### config.mk
export PLATFORM = sky130hd
export DESIGN_NAME = i2c_write_burst_vr_flat
export DESIGN_NICKNAME = d
export VERILOG_FILES = /design/src/rtl/i2c_write_burst_vr_if.sv /design/src/rtl/i2c_write_burst_vr.sv /design/src/flat_wrapper.sv
export SDC_FILE = /design/constraint.sdc
export NUM_CORES = 1
export LEC_CHECK = 0
export CAP_MARGIN = 5
export CORE_MARGIN = 1.5
export CORE_UTILIZATION = 45
export DETAILED_ROUTE_END_ITERATION = 10
export GPL_TIMING_DRIVEN = 0
export PLACE_DENSITY = 0.69
export SLEW_MARGIN = 5
export SYNTH_ARGS = -nofsm -noshare
export SYNTH_HDL_FRONTEND = slang
export SYNTH_SLANG_ARGS = --single-unit
### constraint.sdc
create_clock -name PT_CK -period 3.1 [get_ports PT_CK]
set_clock_uncertainty 0.2 [all_clocks]
set_input_delay 0.93 -clock PT_CK [delete_from_list [all_inputs] [get_ports PT_CK]]
set_output_delay 0.93 -clock PT_CK [all_outputs]
set_load 0.05 [all_outputs]
### src/rtl/i2c_write_burst_vr_if.sv
// Bundle of request, payload, pad and status signals for the I2C write burst master.
// The master modport is the controller side; the slave modport is the requester/pad side.
interface i2c_write_burst_vr_if #(
    parameter int unsigned MAX_BYTES = 4
);
    localparam int unsigned NB_W = $clog2(MAX_BYTES + 1);
    localparam int unsigned DW   = 8 * MAX_BYTES;

    logic            GO;
    logic [7:0]      SLAVE_ADDRESS;
    logic [7:0]      POINTER;
    logic [DW-1:0]   DATA;
    logic [NB_W-1:0] NBYTES;
    logic            POLL_EN;
    logic            SDAI;
    logic            SDAO;
    logic            SCLO;
    logic            END_OK;
    logic            ACK_OK;
    logic            NACK_ERR;
    logic [7:0]      POLL_CNT;
    logic [3:0]      ST;

    modport master (
        input  GO, SLAVE_ADDRESS, POINTER, DATA, NBYTES, POLL_EN, SDAI,
        output SDAO, SCLO, END_OK, ACK_OK, NACK_ERR, POLL_CNT, ST
    );

    modport slave (
        output GO, SLAVE_ADDRESS, POINTER, DATA, NBYTES, POLL_EN, SDAI,
        input  SDAO, SCLO, END_OK, ACK_OK, NACK_ERR, POLL_CNT, ST
    );
endinterface

### src/rtl/i2c_write_burst_vr.sv
// I2C write master: address byte, pointer byte, then up to MAX_BYTES data bytes,
// with optional bounded ACK polling of the address phase. One state step per PT_CK edge.
module i2c_write_burst_vr #(
    parameter int unsigned MAX_BYTES  = 4,
    parameter int unsigned POLL_LIMIT = 255,
    parameter int unsigned SETTLE     = 2
) (
    input  logic                 PT_CK,
    input  logic                 RESET,
    i2c_write_burst_vr_if.master bus
);
    localparam int unsigned NB_W = $clog2(MAX_BYTES + 1);
    localparam int unsigned BI_W = $clog2(MAX_BYTES + 2);
    localparam int unsigned DW   = 8 * MAX_BYTES;

    typedef enum logic [3:0] {
        S_IDLE    = 4'd0,
        S_START   = 4'd1,
        S_BIT0    = 4'd2,
        S_BIT1    = 4'd3,
        S_BIT2    = 4'd4,
        S_BIT3    = 4'd5,
        S_STOP0   = 4'd6,
        S_STOP1   = 4'd7,
        S_STOP2   = 4'd8,
        S_SETTLE  = 4'd9,
        S_DONE    = 4'd10,
        S_WAITLOW = 4'd11
    } state_e;

    state_e          state_q, state_d;
    logic            sdao_q, sdao_d;
    logic            sclo_q, sclo_d;
    logic            end_ok_q, end_ok_d;
    logic            ack_ok_q, ack_ok_d;
    logic            nack_err_q, nack_err_d;
    logic [7:0]      poll_cnt_q, poll_cnt_d;
    logic            armed_q, armed_d;
    logic [7:0]      addr_q, addr_d;
    logic [7:0]      ptr_q, ptr_d;
    logic [DW-1:0]   data_q, data_d;
    logic [NB_W-1:0] nbytes_q, nbytes_d;
    logic            poll_en_q, poll_en_d;
    logic [8:0]      shift_q, shift_d;
    logic [3:0]      bit_cnt_q, bit_cnt_d;
    logic [BI_W-1:0] byte_idx_q, byte_idx_d;
    logic [7:0]      settle_q, settle_d;
    logic            nack_q, nack_d;
    logic            retry_q, retry_d;

    logic            accept_c;
    logic            ack_slot_c;
    logic            got_ack_c;
    logic            last_byte_c;
    logic            can_retry_c;
    logic [NB_W-1:0] nbytes_clamp_c;
    logic [7:0]      next_byte_c;

    assign accept_c       = bus.GO && armed_q;
    assign ack_slot_c     = (bit_cnt_q == 4'd8);
    assign got_ack_c      = !bus.SDAI;
    assign last_byte_c    = (byte_idx_q == (BI_W'(nbytes_q) + BI_W'(1)));
    assign can_retry_c    = (byte_idx_q == '0) && poll_en_q && (poll_cnt_q < 8'(POLL_LIMIT));
    assign nbytes_clamp_c = (bus.NBYTES > NB_W'(MAX_BYTES)) ? NB_W'(MAX_BYTES) : bus.NBYTES;

    // Byte following the current one: pointer after address, else data[byte_idx-1].
    always_comb begin
        next_byte_c = ptr_q;
        for (int unsigned k = 0; k < MAX_BYTES; k++) begin
            if (byte_idx_q == BI_W'(k + 1)) next_byte_c = data_q[8*k +: 8];
        end
    end

    // State and datapath register
    always_ff @(posedge PT_CK) begin
        if (RESET) begin
            state_q    <= S_IDLE;
            sdao_q     <= 1'b1;
            sclo_q     <= 1'b1;
            end_ok_q   <= 1'b1;
            ack_ok_q   <= 1'b0;
            nack_err_q <= 1'b0;
            poll_cnt_q <= 8'd0;
            armed_q    <= 1'b1;
            addr_q     <= 8'd0;
            ptr_q      <= 8'd0;
            data_q     <= '0;
            nbytes_q   <= '0;
            poll_en_q  <= 1'b0;
            shift_q    <= 9'h1FF;
            bit_cnt_q  <= 4'd0;
            byte_idx_q <= '0;
            settle_q   <= 8'd0;
            nack_q     <= 1'b0;
            retry_q    <= 1'b0;
        end else begin
            state_q    <= state_d;
            sdao_q     <= sdao_d;
            sclo_q     <= sclo_d;
            end_ok_q   <= end_ok_d;
            ack_ok_q   <= ack_ok_d;
            nack_err_q <= nack_err_d;
            poll_cnt_q <= poll_cnt_d;
            armed_q    <= armed_d;
            addr_q     <= addr_d;
            ptr_q      <= ptr_d;
            data_q     <= data_d;
            nbytes_q   <= nbytes_d;
            poll_en_q  <= poll_en_d;
            shift_q    <= shift_d;
            bit_cnt_q  <= bit_cnt_d;
            byte_idx_q <= byte_idx_d;
            settle_q   <= settle_d;
            nack_q     <= nack_d;
            retry_q    <= retry_d;
        end
    end

    // Next-state logic
    always_comb begin
        state_d = state_q;
        unique case (state_q)
            S_IDLE:    if (accept_c) state_d = S_START;
            S_START:   state_d = S_BIT0;
            S_BIT0:    state_d = S_BIT1;
            S_BIT1:    state_d = S_BIT2;
            S_BIT2:    state_d = S_BIT3;
            S_BIT3: begin
                if (!ack_slot_c)                     state_d = S_BIT0;
                else if (got_ack_c && !last_byte_c)  state_d = S_BIT0;
                else                                 state_d = S_STOP0;
            end
            S_STOP0:   state_d = S_STOP1;
            S_STOP1:   state_d = S_STOP2;
            S_STOP2:   state_d = retry_q ? S_SETTLE : S_DONE;
            S_SETTLE:  if (settle_q == 8'(SETTLE - 1)) state_d = S_START;
            S_DONE:    state_d = S_WAITLOW;
            S_WAITLOW: if (!bus.GO) state_d = S_IDLE;
            default:   state_d = S_IDLE;
        endcase
    end

    // Output and datapath next values; the bus pins are registered, so each state
    // drives its pattern on the edge at which it executes.
    always_comb begin
        sdao_d     = sdao_q;
        sclo_d     = sclo_q;
        end_ok_d   = end_ok_q;
        ack_ok_d   = ack_ok_q;
        nack_err_d = nack_err_q;
        poll_cnt_d = poll_cnt_q;
        armed_d    = armed_q;
        addr_d     = addr_q;
        ptr_d      = ptr_q;
        data_d     = data_q;
        nbytes_d   = nbytes_q;
        poll_en_d  = poll_en_q;
        shift_d    = shift_q;
        bit_cnt_d  = bit_cnt_q;
        byte_idx_d = byte_idx_q;
        settle_d   = settle_q;
        nack_d     = nack_q;
        retry_d    = retry_q;
        unique case (state_q)
            S_IDLE: begin
                sdao_d = 1'b1;
                sclo_d = 1'b1;
                if (accept_c) begin
                    addr_d     = bus.SLAVE_ADDRESS;
                    ptr_d      = bus.POINTER;
                    data_d     = bus.DATA;
                    nbytes_d   = nbytes_clamp_c;
                    poll_en_d  = bus.POLL_EN;
                    end_ok_d   = 1'b0;
                    ack_ok_d   = 1'b0;
                    nack_err_d = 1'b0;
                    poll_cnt_d = 8'd0;
                    armed_d    = 1'b0;
                    nack_d     = 1'b0;
                    retry_d    = 1'b0;
                end
            end
            S_START: begin
                sdao_d     = 1'b0;
                sclo_d     = 1'b1;
                poll_cnt_d = (poll_cnt_q == 8'hFF) ? poll_cnt_q : poll_cnt_q + 8'd1;
                shift_d    = {addr_q, 1'b1};
                bit_cnt_d  = 4'd0;
                byte_idx_d = '0;
                retry_d    = 1'b0;
            end
            S_BIT0: sclo_d = 1'b0;
            S_BIT1: begin
                sdao_d  = shift_q[8];
                shift_d = {shift_q[7:0], 1'b0};
            end
            S_BIT2: sclo_d = 1'b1;
            S_BIT3: begin
                sclo_d    = 1'b0;
                bit_cnt_d = bit_cnt_q + 4'd1;
                if (ack_slot_c) begin
                    if (got_ack_c) begin
                        if (!last_byte_c) begin
                            byte_idx_d = byte_idx_q + BI_W'(1);
                            shift_d    = {next_byte_c, 1'b1};
                            bit_cnt_d  = 4'd0;
                        end
                    end else if (can_retry_c) begin
                        retry_d = 1'b1;
                    end else begin
                        nack_d = 1'b1;
                    end
                end
            end
            S_STOP0: begin
                sdao_d = 1'b0;
                sclo_d = 1'b0;
            end
            S_STOP1: begin
                sdao_d = 1'b0;
                sclo_d = 1'b1;
            end
            S_STOP2: begin
                sdao_d   = 1'b1;
                sclo_d   = 1'b1;
                settle_d = 8'd0;
            end
            S_SETTLE: begin
                sdao_d   = 1'b1;
                sclo_d   = 1'b1;
                settle_d = settle_q + 8'd1;
            end
            S_DONE: begin
                end_ok_d   = 1'b1;
                ack_ok_d   = !nack_q;
                nack_err_d = nack_q;
            end
            S_WAITLOW: begin
                sdao_d = 1'b1;
                sclo_d = 1'b1;
                if (!bus.GO) armed_d = 1'b1;
            end
            default: begin
                sdao_d = 1'b1;
                sclo_d = 1'b1;
            end
        endcase
    end

    assign bus.SDAO     = sdao_q;
    assign bus.SCLO     = sclo_q;
    assign bus.END_OK   = end_ok_q;
    assign bus.ACK_OK   = ack_ok_q;
    assign bus.NACK_ERR = nack_err_q;
    assign bus.POLL_CNT = poll_cnt_q;
    assign bus.ST       = state_q;
endmodule

### src/flat_wrapper.sv
// flat-port wrapper written by rule: the top's interface ports become plain ports
module i2c_write_burst_vr_flat 
#(
    parameter int unsigned MAX_BYTES  = 4,
    parameter int unsigned POLL_LIMIT = 255,
    parameter int unsigned SETTLE     = 2
)
  (PT_CK, RESET, bus_GO, bus_SLAVE_ADDRESS, bus_POINTER, bus_DATA, bus_NBYTES, bus_POLL_EN, bus_SDAI, bus_SDAO, bus_SCLO, bus_END_OK, bus_ACK_OK, bus_NACK_ERR, bus_POLL_CNT, bus_ST);
  i2c_write_burst_vr_if #(.MAX_BYTES(MAX_BYTES)) bus_i ();
  input  logic PT_CK;
  input  logic RESET;
  input wire logic [$bits(bus_i.GO)-1:0] bus_GO;
  input wire logic [$bits(bus_i.SLAVE_ADDRESS)-1:0] bus_SLAVE_ADDRESS;
  input wire logic [$bits(bus_i.POINTER)-1:0] bus_POINTER;
  input wire logic [$bits(bus_i.DATA)-1:0] bus_DATA;
  input wire logic [$bits(bus_i.NBYTES)-1:0] bus_NBYTES;
  input wire logic [$bits(bus_i.POLL_EN)-1:0] bus_POLL_EN;
  input wire logic [$bits(bus_i.SDAI)-1:0] bus_SDAI;
  output wire logic [$bits(bus_i.SDAO)-1:0] bus_SDAO;
  output wire logic [$bits(bus_i.SCLO)-1:0] bus_SCLO;
  output wire logic [$bits(bus_i.END_OK)-1:0] bus_END_OK;
  output wire logic [$bits(bus_i.ACK_OK)-1:0] bus_ACK_OK;
  output wire logic [$bits(bus_i.NACK_ERR)-1:0] bus_NACK_ERR;
  output wire logic [$bits(bus_i.POLL_CNT)-1:0] bus_POLL_CNT;
  output wire logic [$bits(bus_i.ST)-1:0] bus_ST;
  assign bus_i.GO = bus_GO;
  assign bus_i.SLAVE_ADDRESS = bus_SLAVE_ADDRESS;
  assign bus_i.POINTER = bus_POINTER;
  assign bus_i.DATA = bus_DATA;
  assign bus_i.NBYTES = bus_NBYTES;
  assign bus_i.POLL_EN = bus_POLL_EN;
  assign bus_i.SDAI = bus_SDAI;
  assign bus_SDAO = bus_i.SDAO;
  assign bus_SCLO = bus_i.SCLO;
  assign bus_END_OK = bus_i.END_OK;
  assign bus_ACK_OK = bus_i.ACK_OK;
  assign bus_NACK_ERR = bus_i.NACK_ERR;
  assign bus_POLL_CNT = bus_i.POLL_CNT;
  assign bus_ST = bus_i.ST;
  i2c_write_burst_vr #(.MAX_BYTES(MAX_BYTES), .POLL_LIMIT(POLL_LIMIT), .SETTLE(SETTLE)) u_core (.PT_CK(PT_CK), .RESET(RESET), .bus(bus_i));
endmodule
# After elaboration in Yosys (flattened, before gate mapping)
# Cells that the tools add are included.
# Widths: inputs -> output; s select.
# op_classes
order_cmp	2
n_mux	44
eq_ne	29
reduce_logical	30
add_sub_neg	5
shift	0
mul	0
div_mod_pow	0
bitwise_logic	0
# op_table
operator	count
$mux 8	6
$pmux 4 s12	1
$pmux 8 s2	2
$mux 4	7
$mux 9	3
$pmux 9 s3	1
$eq 4x4->1 const B	5
$add 8x1->8 const B	2
$eq 4x3->1 const B	4
$mux 3	5
$ne 2x2->1 const B	6
$pmux 1 s2	6
$reduce_bool 2->1	6
$reduce_and 5->1	2
$reduce_and 3->1	3
$eq 4x2->1 const B	2
$eq 8x1->1 const B	1
$eq 8x8->1 const B	1
$lt 8x8->1 const B	1
$mux 1	8
$ne 2x1->1 const B	4
$pmux 4 s2	1
$reduce_and 4->1	2
$add 3x1->3 const B	2
19 further kinds	29
# word_totals
mem_bits_ro	0
ram_bits	0
output_inout_bits	17
ff_bits	96
latchBits	0
n_memories	0
wordCells	129

# Depth between registers and ports, before layout
# Gate-level depths: netlist of the first run.
# depth
word_depth	9
ltp_mapped	8
mapped_depth_nobuf	6

# Worst setup path before layout of the first run
# OpenSTA, ideal clock, no wires.
# synth_timing
path_kind	input-to-reg
start	in bus_GO
end	reg u_core.poll_cnt_q[6], in the netlist u_core.bus.POLL_CNT[6]
n_path_buf	2
setup_time_ps	70
stages	6
path_slack_ps	592
arrival_time_ps	2237
path_cell_list	buf_4 > a21oi_1 > or4_4 > buf_6 > or4_1 > a21oi_1
# synth_via
elab_chain_len	3
# synth_rtl
item	line	rtl
start: declaration	flat_wrapper.sv:12	input wire logic [$bits(bus_i.GO)-1:0] bus_GO;
$logic_and 1x1->1	i2c_write_burst_vr.sv:59	assign accept_c = bus.GO && armed_q;
$ne 2x1->1 (no line)	--	
$reduce_and 3->1 (no line)	--	
end signal: assignment	i2c_write_burst_vr.sv:103	poll_cnt_q <= poll_cnt_d;
end: declaration	i2c_write_burst_vr.sv:37	logic [7:0] poll_cnt_q, poll_cnt_d;
# Every way passes these cells.
# A chain may end at the register's enable or synchronous reset.

# Worst setup path after layout of the first run
# layout_timing
start	reg u_core.poll_cnt_q[2], in the netlist u_core.bus.POLL_CNT[2]
end	out bus_POLL_CNT[2]
# layout_rtl
item	line	rtl
end: declaration	flat_wrapper.sv:24	output wire logic [$bits(bus_i.POLL_CNT)-1:0] bus_POLL_CNT;
# No word-level cell between the ends.

==> impl_metrics.json, run 1 <==
{
  "worst_slew_pin_slew_ns": 1.16,
  "numPortBuffers": 70,
  "slowest_delay_ns": 0.85,
  "dpl_cell_area_sq_mm": 0.00560,
  "cp_top_family": "buffers and inverters",
  "finalNonFillerCells": 814,
  "finalMaxSlewViolations": 0,
  "vias": 4703,
  "r2r-start": "u_core.byte_idx_q[0]",
  "syn_avg_cell_area_sq_um": 7.99,
  "fill_cells": 1016,
  "required_ns": 1.97,
  "cp_max_fo": 8,
  "grt_pass1_vias": 4364,
  "worstHoldStart": "u_core.data_q[10]",
  "hp-class": "register to register",
  "synth_top_family_by_area": "simple AND/OR/NAND/NOR gates",
  "grt_max_degree": 18,
  "synthCells": 592,
  "end_kind": "output pin",
  "muxShareOfSynthArea_pct": 0,
  "yosys.area_share.xor_xnor_pct": 1.03,
  "layout_min_cycle_time_ns": 2.80,
  "overflow": 0,
  "cts_resized": 0,
  "clk_latency_ns": 0.37,
  "numCtsBuffers": 9,
  "crit_path_start": "u_core.bus.POLL_CNT[2]",
  "grtUsageTotal_pct": 23.9,
  "placementRows": 37,
  "worstSetupPathType": "register to output pin",
  "syn-num-nets": 659,
  "cts_setup_buffers": 0,
  "synth_seq_cells": 96,
  "start_kind": "register",
  "htree_levels": 3,
  "period_share_pct": 90.5,
  "dp_cells": 798,
  "wirelength_um": 13200,
  "root_buffer": "clkbuf_8",
  "rsz0062_at_grt": "false",
  "power_leakage_nw": 2.02,
  "total_power_mw": 3.85,
  "multi_input_area_sq_mm": 0.00256,
  "clk_pin_slew_ns": 0.09,
  "ys_types": 65,
  "start_util_pct": 46.0,
  "synth_compound_area_share_pct": 23.9,
  "ant_nets": 0,
  "drt-initial-drc-count": 283,
  "slew_headroom_pct": 21.9,
  "dominantRegCellSynth": "dfxtp_1",
  "syn2layout_area_growth_pct": 22.4,
  "fmax_mhz": 357,
  "die_y_um": 106,
  "ctsHoldBuffers": 0,
  "powerDensity_mw_per_mm2": 665,
  "via_per_inst": 5.78,
  "route.detailed.drc": 0,
  "setup_viol": 0,
  "max-clock-path-buffers": 2,
  "crit_chain": "clkdlybuf4s50_1",
  "antenna_found_initial": 0,
  "antenna_cells": 0,
  "drive_gt1_share_pct": 6.64,
  "status": "finished, final reports clean",
  "async_flop_share_pct": 0,
  "synth_edf_count": 0,
  "post_drt_wl_per_cell_um": 16.2,
  "cp.arrival_ns": 1.67,
  "vdd_drop_max_mv": 0.276,
  "slowest_stage": "clkdlybuf4s50_1",
  "final_nets": 740,
  "core_sq_mm": 0.0103,
  "final_cell_area_sq_mm": 0.00579,
  "cts_tree": "done",
  "grt_first_pass_wirelength_um": 21300,
  "die_area_sq_mm": 0.0111,
  "tns_ns": 0,
  "globalplace.congestion": 0.897,
  "maxCapViolations": 0,
  "yosys_warnings": 0,
  "die_w_um": 106,
  "final_cell_mix": "nand2_1, dfxtp_1, a21oi_1, clkdlybuf4s50_1, o21ai_0",
  "hpwl_um": 9920,
  "ios": 73,
  "synth-seq-area-share_pct": 40.6,
  "seq_area_sq_mm": 0.00192,
  "finalHoldViolations": 0,
  "syn_area_sq_mm": 0.00473,
  "clock-sinks": 96,
  "hold_slack_ns": 0.262,
  "path_buf_inv": 1,
  "synth_fa_ha_area_share_pct": 2.91,
  "first_pass_iters": 6,
  "synthSimpleGateAreaFrac_pct": 26.2,
  "final_common_cell": "nand2_1"
}
cell type report:
class	count	area share, %
flip-flops and latches	96	33.2
multi-input cells	440	44.2
clock inverters	6	0.865
inverters	11	0.713
clock buffers	10	2.38
well taps	136	2.94
plain buffers	45	3.61
repair buffers	70	12.1
final timing paths:
check	cells past startpoint	endpoint	slack (ns)
worst max-delay path	1	bus_POLL_CNT[2]	0.30
worst max register to register	7	u_core.retry_q	0.50
worst min register to register	2	u_core.data_q[10]	0.26
worst min-delay path	2	u_core.data_q[10]	0.26
registers in the layout (all words and copies together) (netlist names):
name / count
u_core.nack_q: 1
u_core.shift_q: 9
u_core.byte_idx_q: 3
u_core.bus.SDAO: 1
u_core.nbytes_q: 3
u_core.addr_q: 8
u_core.bus.ACK_OK: 1
u_core.bus.SCLO: 1
u_core.retry_q: 1
u_core.bus.ST: 4
u_core.poll_en_q: 1
u_core.bus.NACK_ERR: 1
u_core.bus.END_OK: 1
u_core.ptr_q: 8
u_core.data_q: 32
u_core.bus.POLL_CNT: 8
u_core.bit_cnt_q: 4
u_core.settle_q: 8
u_core.armed_q: 1
logic make-up after synthesis:
kind of cell | count (synthesis)
xor gates and xnor gates | 4
DFF | 96
and+or+nand+nor | 246
buffers and inverters | 56
AOI/OAI and AO/OA | 179
adders and majority gates | 11
through the flow:
step	setup WS, ns	utilization, %
2_1_floorplan	0.592	-
3_3_place_gp	0.214	54.5
3_5_place_dp	0.161	54.5
4_1_cts	0.301	56.3
5_1_grt	0.236	56.3
6_report	0.296	56.3
cell usage after synthesis, drive strengths merged, types with 3 or more instances:
| cell | instances | area, sq um |
|---|---|---|
| a21oi | 77 | 385 |
| a221oi | 8 | 70.1 |
| a311oi | 10 | 87.6 |
| a31oi | 12 | 75.1 |
| and3 | 9 | 56.3 |
| buf | 22 | 123 |
| clkbuf | 23 | 86.3 |
| dfxtp | 96 | 1920 |
| ha | 11 | 138 |
| inv | 11 | 41.3 |
| nand2 | 120 | 450 |
| nand3 | 22 | 110 |
| nand3b | 5 | 37.5 |
| nand4 | 8 | 56.3 |
| nor2 | 19 | 71.3 |
| nor2b | 23 | 144 |
| nor3 | 4 | 20.0 |
| nor3b | 13 | 97.6 |
| o2111ai | 8 | 70.1 |
| o21ai | 31 | 155 |
| o31ai | 6 | 45.0 |
| o41ai | 3 | 33.8 |
| or4 | 7 | 56.3 |
power by group:
part | leakage [nW] | internal (mW) | switching [mW]
Sequential | 0.782 | 1.48 | 0.159
Clock | 0.0952 | 0.325 | 0.470
Combinational | 1.14 | 0.521 | 0.897
metal layers:
| metal | share of wire, % | vias to the layer above | wire length, um | GRT usage, % |
|---|---|---|---|---|
| met5 | 0 | - | 0 | 0 |
| li1 | - | 2304 | - | - |
| met3 | 5.3 | 16 | 698 | 3.34 |
| met2 | 46 | 136 | 6040 | 38.7 |
| met4 | 1.5 | 0 | 202 | 7.53 |
| met1 | 47 | 2247 | 6240 | 33.1 |
Note: power is estimated with default switching activity, not from simulation.
==> inputs of run 2 (changes only) <==
MAX_ROUTING_LAYER = met4   (was default)
==> impl_metrics.json, run 2 (synthesis gave the netlist of run 1 again) <==
{
  "status": "finished, final reports clean",
  "placementRows": 37,
  "final_cell_mix": "nand2_1, dfxtp_1, a21oi_1, clkdlybuf4s50_1, o21ai_0",
  "ant_nets": 0,
  "via_per_inst": 5.83,
  "cp_top_family": "buffers and inverters",
  "rsz0062_at_grt": "false",
  "grt_pass1_vias": 4228,
  "die_area_sq_mm": 0.0111,
  "crit_chain": "clkdlybuf4s50_1",
  "wirelength_um": 13400,
  "fill_cells": 1003,
  "cp.arrival_ns": 1.70,
  "tns_ns": 0,
  "numCtsBuffers": 9,
  "cp_max_fo": 8,
  "core_sq_mm": 0.0103,
  "largest_reg_flops": 32,
  "hp-class": "register to register",
  "setup_ws_ns": 0.274,
  "dp_cells": 798,
  "numPortBuffers": 70,
  "cts_setup_buffers": 0,
  "overflow": 0,
  "worstHoldStart": "u_core.data_q[28]",
  "p_sw_mw": 1.50,
  "worstHoldPathCells": 2,
  "fmax_mhz": 354,
  "cts_tree": "done",
  "slowest_delay_ns": 0.85,
  "top_register": "u_core.data_q",
  "clk_latency_ns": 0.38,
  "worstSetupPathType": "register to output pin",
  "reg_top3": "u_core.data_q (32), u_core.shift_q (9)",
  "p_seq_share_pct": 43.0,
  "finalNonFillerCells": 814,
  "grt_max_degree": 16,
  "regToRegEndpoint": "u_core.retry_q",
  "start_kind": "register",
  "grtUsageTotal_pct": 25.4,
  "clkPwrFrac_pct": 19.9,
  "dpl_cell_area_sq_mm": 0.00560,
  "powerDensity_mw_per_mm2": 659,
  "finalMaxSlewViolations": 0,
  "finalHoldViolations": 0,
  "max-clock-path-buffers": 2,
  "hold_slack_ns": 0.262,
  "r2r-start": "u_core.byte_idx_q[0]",
  "antenna_found_initial": 0,
  "htree_levels": 3,
  "dp_slack_ns": 0.209,
  "first_pass_iters": 6,
  "start_util_pct": 46.0,
  "final_common_cell": "nand2_1",
  "fin_util_pct": 56.2,
  "p_comb_share_pct": 37.1,
  "maxCapViolations": 0,
  "required_ns": 1.97,
  "globalplace.congestion": 0.899,
  "clk_pin_slew_ns": 0.09,
  "vias": 4743,
  "path_buf_inv": 1,
  "grt_first_pass_wirelength_um": 21600,
  "cts_resized": 0,
  "drive_gt1_share_pct": 6.49,
  "root_buffer": "clkbuf_8",
  "antenna_cells": 0,
  "intPower_mw": 2.31,
  "ctsHoldBuffers": 0,
  "r2r_cells": 7,
  "final_nets": 740,
  "slew_headroom_pct": 32.1,
  "drt-initial-drc-count": 351,
  "vdd_drop_max_mv": 0.324,
  "layout_min_cycle_time_ns": 2.83,
  "worst_slew_pin_slew_ns": 1.00,
  "final_cell_area_sq_mm": 0.00577,
  "power_leakage_nw": 2.00,
  "switching_share_pct": 39.3,
  "die_y_um": 106,
  "period_share_pct": 91.2,
  "hpwl_um": 10000,
  "total_power_mw": 3.80,
  "holdPathEnd": "u_core.data_q[28]",
  "ff2ff_setup_slack_ns": 0.58,
  "route.detailed.drc": 0,
  "ios": 73,
  "slowest_stage": "clkdlybuf4s50_1",
  "end_kind": "output pin",
  "syn2layout_area_growth_pct": 22.1,
  "post_drt_wl_per_cell_um": 16.5,
  "die_w_um": 106,
  "setup_viol": 0,
  "clock-sinks": 96
}
==> run 2: cell count changes in the layout (fill, tap and decap cells not counted) <==
cell        change
inv_6           -2
clkinv_2        +1
inv_8           -1
clkinv_4        -1
clkbuf_1        +1
clkinvlp_4      +2
==> run 2: worst min-delay path, stage by stage (launching register included) <==
cell and delay [ns]:
dfxtp_1 0.32, nand2_1 0.05, a21oi_1 0.05
==> run 2: worst max path at each step <==
stage | slack, ns | depth (start not counted) | from | endpoint
3_5_place_dp | 0.21 | 5 | bus_SDAI | u_core.shift_q[4]
3_3_place_gp | 0.21 | 5 | bus_SDAI | u_core.shift_q[7]
6_report | 0.27 | 1 | u_core.bus.POLL_CNT[2] | bus_POLL_CNT[2]
2_1_floorplan | 0.59 | 6 | bus_GO | u_core.bus.POLL_CNT[6]
5_1_grt | 0.21 | 1 | u_core.bus.POLL_CNT[2] | bus_POLL_CNT[2]
4_1_cts | 0.26 | 1 | u_core.bus.POLL_CNT[2] | bus_POLL_CNT[2]
==> run 2: final cells by class <==
class / count / area (sq um) / area share [%]
Multi-Input combinational cell: 440 / 2560 / 44.3
Tap cell: 136 / 170 / 2.95
Clock inverter: 5 / 32.5 / 0.563
Buffer: 45 / 209 / 3.62
Inverter: 11 / 41.3 / 0.715
Sequential cell: 96 / 1920 / 33.3
Timing Repair Buffer: 70 / 701 / 12.1
Clock buffer: 11 / 141 / 2.45
==> run 2: layer usage <==
layer	wire length (um)	up-vias	track usage, %
met5	0	-	-
li1	-	2306	-
met2	6190	174	38.6
met4	202	0	8.78
met1	6280	2251	34.1
met3	763	12	4.64
==> run 2: power groups by stage <==
stage / sequential (mW) / clock [mW] / combinational (mW)
2_1_floorplan: 1.73 / 0 / 0.869
3_3_place_gp: 1.65 / 0 / 1.37
3_5_place_dp: 1.66 / 0 / 1.40
4_1_cts: 1.63 / 0.779 / 1.40
5_1_grt: 1.66 / 0.823 / 1.55
6_report: 1.63 / 0.759 / 1.41
